### src/rtl/regfile_dump_reader.sv
// Streams a contiguous range of register-file words over valid/ready with index,
// last flag and a running XOR checksum, using one combinational read port.
module regfile_dump_reader #(
   parameter int N    = 32,
   parameter int ADDR = 5
) (
   input  logic            clk,
   input  logic            reset,
   input  logic            start_i,
   input  logic            abort_i,
   input  logic [ADDR-1:0] first_reg_i,
   input  logic [ADDR-1:0] last_reg_i,
   output logic [ADDR-1:0] Rd_Addr_o,
   input  logic [N-1:0]    Rd_Data_i,
   output logic [N-1:0]    data_o,
   output logic [ADDR-1:0] index_o,
   output logic            valid_o,
   input  logic            ready_i,
   output logic            last_o,
   output logic            busy_o,
   output logic            done_o,
   output logic            error_o,
   output logic [N-1:0]    checksum_o
);

   typedef enum logic [1:0] {
      IDLE  = 2'd0,
      FETCH = 2'd1,
      SEND  = 2'd2,
      DONE  = 2'd3
   } state_t;

   state_t          state_q, state_d;
   logic [ADDR-1:0] ptr_q, ptr_d;
   logic [ADDR-1:0] last_reg_q, last_reg_d;
   logic [N-1:0]    data_d, checksum_d;
   logic [ADDR-1:0] index_d;
   logic            valid_d, last_d, error_d;
   logic            load_word;
   logic            at_last;
   logic            handshake;

   assign at_last   = (ptr_q == last_reg_q);
   assign handshake = valid_o & ready_i;

   assign Rd_Addr_o = ptr_q;
   assign busy_o    = (state_q != IDLE);
   assign done_o    = (state_q == DONE);

   always_comb begin
      // NOTE: every signal gets its hold value first so no path through the
      // case below can leave one unassigned and infer a latch.
      state_d    = state_q;
      ptr_d      = ptr_q;
      last_reg_d = last_reg_q;
      data_d     = data_o;
      index_d    = index_o;
      valid_d    = valid_o;
      last_d     = last_o;
      checksum_d = checksum_o;
      error_d    = 1'b0;
      load_word  = 1'b0;

      case (state_q)
         IDLE: begin
            if (start_i) begin
               if (first_reg_i <= last_reg_i) begin
                  last_reg_d = last_reg_i;
                  ptr_d      = first_reg_i;
                  checksum_d = '0;
                  state_d    = FETCH;
               end else begin
                  error_d = 1'b1;
               end
            end
         end
         FETCH: begin
            if (abort_i) begin
               state_d = IDLE;
            end else begin
               load_word = 1'b1;
               state_d   = SEND;
            end
         end
         SEND: begin
            // Abort outranks the handshake: a word offered in the abort cycle is not counted.
            if (abort_i) begin
               valid_d = 1'b0;
               last_d  = 1'b0;
               state_d = IDLE;
            end else if (handshake) begin
               checksum_d = checksum_o ^ data_o;
               if (last_o) begin
                  valid_d = 1'b0;
                  last_d  = 1'b0;
                  state_d = DONE;
               end else begin
                  load_word = 1'b1;
               end
            end
         end
         DONE: begin
            state_d = IDLE;
         end
         default: begin
            state_d = IDLE;
         end
      endcase

      // The pointer parks on the last index, so a range ending at the top never wraps.
      if (load_word) begin
         data_d  = Rd_Data_i;
         index_d = ptr_q;
         last_d  = at_last;
         valid_d = 1'b1;
         if (!at_last) begin
            ptr_d = ptr_q + ADDR'(1);
         end
      end
   end

   always_ff @(posedge clk) begin
      // NOTE: registers take non-blocking updates so every flop samples the
      // pre-edge values regardless of statement order.
      if (reset) begin
         state_q    <= IDLE;
         ptr_q      <= '0;
         last_reg_q <= '0;
         data_o     <= '0;
         index_o    <= '0;
         valid_o    <= 1'b0;
         last_o     <= 1'b0;
         error_o    <= 1'b0;
         checksum_o <= '0;
      end else begin
         state_q    <= state_d;
         ptr_q      <= ptr_d;
         last_reg_q <= last_reg_d;
         data_o     <= data_d;
         index_o    <= index_d;
         valid_o    <= valid_d;
         last_o     <= last_d;
         error_o    <= error_d;
         checksum_o <= checksum_d;
      end
   end

endmodule

### config.mk
export PLATFORM = sky130hd
export DESIGN_NAME = regfile_dump_reader
export DESIGN_NICKNAME = d
export VERILOG_FILES = /design/src/rtl/regfile_dump_reader.sv
export SDC_FILE = /design/constraint.sdc
export NUM_CORES = 1
export LEC_CHECK = 0
export ABC_AREA = 1
export BUFFER_PORTS_ARGS = -buffer_cell sky130_fd_sc_hd__buf_2
export CORE_MARGIN = 1.5
export CORE_UTILIZATION = 50
export DETAILED_ROUTE_END_ITERATION = 6
export GPL_ROUTABILITY_DRIVEN = 1
export PLACE_DENSITY_LB_ADDON = 0.3
export SETUP_SLACK_MARGIN = 0.02
export SLEW_MARGIN = 40
export SYNTH_ARGS = -nofsm -noshare
export SYNTH_HDL_FRONTEND = slang
export SYNTH_SLANG_ARGS = --single-unit
### constraint.sdc
create_clock -name clk -period 2.05 [get_ports clk]
set_input_delay 0.41 -clock clk [delete_from_list [all_inputs] [get_ports clk]]
set_output_delay 0.41 -clock clk [all_outputs]
set_load 0.03 [all_outputs]
==> run summary <==
CP max-delay cell = dfxtp_1
FF/Latch Area = 1680 sq um
Buf+Inv Stages, Crit Path = 3
Top-area cell type share of the netlist area = 40.5%
IR drop worst, VDD = 0.639 mV
Critical-path maximum fanout = 4
Synth Flop Type = dfxtp_1
DR vias = 3717
Hold Fails Final Rpt = 0
Clock tree from TritonCTS = done
Antenna Cells = 0
Critical setup path kind = flip-flop to primary output
Slew HR = 56.8%
Syn nets = 553
Critical path's most frequent cell = inv_1
Initial Util = 51.1%
Worst hold slack = 0.315 ns
Dpl cell area = 4800 sq um
Most common cell in the synthesized netlist = dfxtp_1
Max clock buf depth = 2
Max-slew violation count = 0
# IOs = 126
Max H-tree Level = 3
Antenna violations before repair = 0
Hold EP = data_o[15]$_SDFFE_PP0P_
Worst Hold Class = primary input to flip-flop
Worst Skew = 0.0108 ns
Post-synth top cells = dfxtp_1, nor2_1, nand2_1, o21ai_0, xor2_1
Hold_buf cts = 0
Crit start category = flip-flop
Design Area, Final = 5030 sq um
Gp weighted congestion = 0.819
Syn-to-layout area delta = 21.2%
Rows = 33
Yosys reg bits = 84
Vias per cell = 5.13
Leak = 2.53 nW
Gate Count Post-Synth = 495
Crit. Startpoint = state_q[0]$_SDFFE_PP0P_
Hold_sp = Rd_Data_i[15]
Largest net degree at the start of global routing = 40
Reg2Reg Launch Point = state_q[0]$_SDFFE_PP0P_
Period minus WS final = 1.89 ns
Detailed-router iteration count before antenna repair = 4
Status = complete, no violations
Mean post-synth cell area = 8.39 sq um
Layout Nets = 673
Clk sinks = 84
Worst slew pin tran = 0.648 ns
Peak Freq = 0.530 GHz
CP endpoint kind = primary output
Crit path DAT = 1.48 ns
DR DRC count = 0
Multi-input gate area = 2140 sq um
EDFF count, synth = 0
Die width = 94.1 um
Sum Neg Setup Slack = 0 ns
HPWL Detailed = 6860 um
CTS Buf Count = 9
Filler Cells Inserted = 731
Seq/Total Area, Yosys = 40.5%
# port buffers = 125
Core footprint = 8130 sq um
Layout cells sized above 1 = 37.0%
Syn. warnings = 0
Area contributors post-synth = dfxtp_1, xor2_1, nor2_1
Final worst-path cycle share = 92.0%
Worst Path Required = 1.64 ns
Mapped Area = 4150 sq um
Final setup viols = 0
Max-cap violations = 0
Asr flop ratio synth = 0%
First-pass GRT wire length = 15900 um
RSZ-0062 raised after global routing = no
Die H = 94.1 um
Root buf cell = clkbuf_8
R2r setup slk = 0.28 ns
Worst-Skew Late Latency = 0.35 ns
Cell taking the most area after synthesis = dfxtp_1
CP cell instances = inv_1 > ha_1 > inv_1 > buf_2
Worst R2R Path Depth = 10
GR Overflow Total = 0
Yosys cell types = 33
PwrDens = 1160 nW/um^2
Final wirelength = 9890 um
Drt wl/cell = 13.7 um
Worst Hold Depth = 3
Die ar. = 8860 sq um
GRT Total Usage = 22.7%
Largest delay contributor family on the critical path = buffers and inverters
Delay of the slowest critical-path stage = 0.37 ns
Final ANT Viol Nets = 0
Initial DRC count = 101
Vias in the first global route = 3517
Reg-to-reg endpoint = data_o[23]$_SDFFE_PP0P_
Clock slew at reported path FFs = 0.09 ns
## layer usage
metal | global-route usage, % | share of wire, % | vias up
met1 | 27.9 | 45 | 1734
met2 | 39.1 | 48 | 93
met4 | 7.09 | 1.6 | 0
met5 | 0 | 0 | -
met3 | 5.42 | 4.7 | 16
li1 | - | - | 1874
## registers in the layout, summed over array words and instances, names as in the netlist
register / cells
checksum_o: 32
error_o: 1
index_o: 5
state_q: 2
last_reg_q: 5
last_o: 1
data_o: 32
Rd_Addr_o: 5
valid_o: 1
## how the worst max path moves through the flow
stage                                        endpoint  slack (ns)  cells after the start
after floorplan           checksum_o[10]$_SDFFE_PP0P_        0.34                      9
after global placement        state_q[1]$_SDFFE_PP0P_        0.13                     11
after detailed placement  checksum_o[22]$_SDFFE_PP0P_        0.06                     10
after CTS                     Rd_Addr_o[4]$_SDFF_PP0_        0.10                     13
after global routing                           busy_o        0.05                      4
final                                          busy_o        0.16                      4
## stage by stage
| stage | utilization [%] | cells | setup slack [ns] | power, mW |
|---|---|---|---|---|
| global route | 61.9 | 724 | 0.0463 | 6.18 |
| detailed placement | 59.1 | 708 | 0.0593 | 4.61 |
| CTS | 61.5 | 723 | 0.103 | 5.82 |
| global placement | 59.1 | 708 | 0.135 | 4.57 |
| floorplan | - | 495 | 0.344 | 4.19 |
| finish | 61.9 | 724 | 0.164 | 5.82 |
## layout make-up
| class | instances | area share [%] |
|---|---|---|
| Timing Repair inverter | 1 | 0.174 |
| Tap cell | 105 | 2.61 |
| Multi-Input combinational cell | 348 | 42.5 |
| Timing Repair Buffer | 137 | 14.5 |
| Clock buffer | 11 | 3.01 |
| Clock inverter | 4 | 0.970 |
| Inverter | 34 | 2.83 |
| Sequential cell | 84 | 33.4 |
## layout by cell type (no fill, tap or decap), types with 3 or more instances in the layout
| master | count |
|---|---|
| buf_2 | 125 |
| dfxtp_1 | 84 |
| nor2_1 | 73 |
| nand2_1 | 40 |
| o21ai_0 | 40 |
| xor2_1 | 37 |
| nand2_2 | 33 |
| nand4_1 | 33 |
| inv_1 | 31 |
| a21oi_2 | 30 |
| nand3_1 | 17 |
| a21oi_1 | 15 |
| ha_1 | 11 |
| clkbuf_8 | 11 |
| buf_4 | 11 |
| o21ai_1 | 3 |
## worst register-to-register path, cell delays in order, from the launching register on
cell and delay (ns):
dfxtp_1 0.34, inv_1 0.12, ha_1 0.23, inv_4 0.07, nor2_8 0.11, nand3_2 0.08, nand2_2 0.11, nand2_8 0.13
buf_4 0.23, o21ai_0 0.20, nor2_1 0.06
## logic make-up (layout without fill, tap and decap cells)
logic type	after synthesis	after routing	share of synthesized area (%)
xor+xnor	38	38	8.01
compound gates	91	91	14.2
flops	84	84	40.5
simple gates	208	208	25.8
fa+ha+maj	11	11	3.31
buf+inv	63	187	8.20
## timing repair
action                                  4_1_cts  5_1_grt
buffers inserted                              0        0
endpoints found under the setup margin        0       23
resized for setup                             0        4
## power by group
group | switching [mW] | internal (mW)
clock network | 0.583 | 0.622
registers | 0.195 | 1.85
logic | 1.80 | 0.775
(Power assumes the default switching activity.)
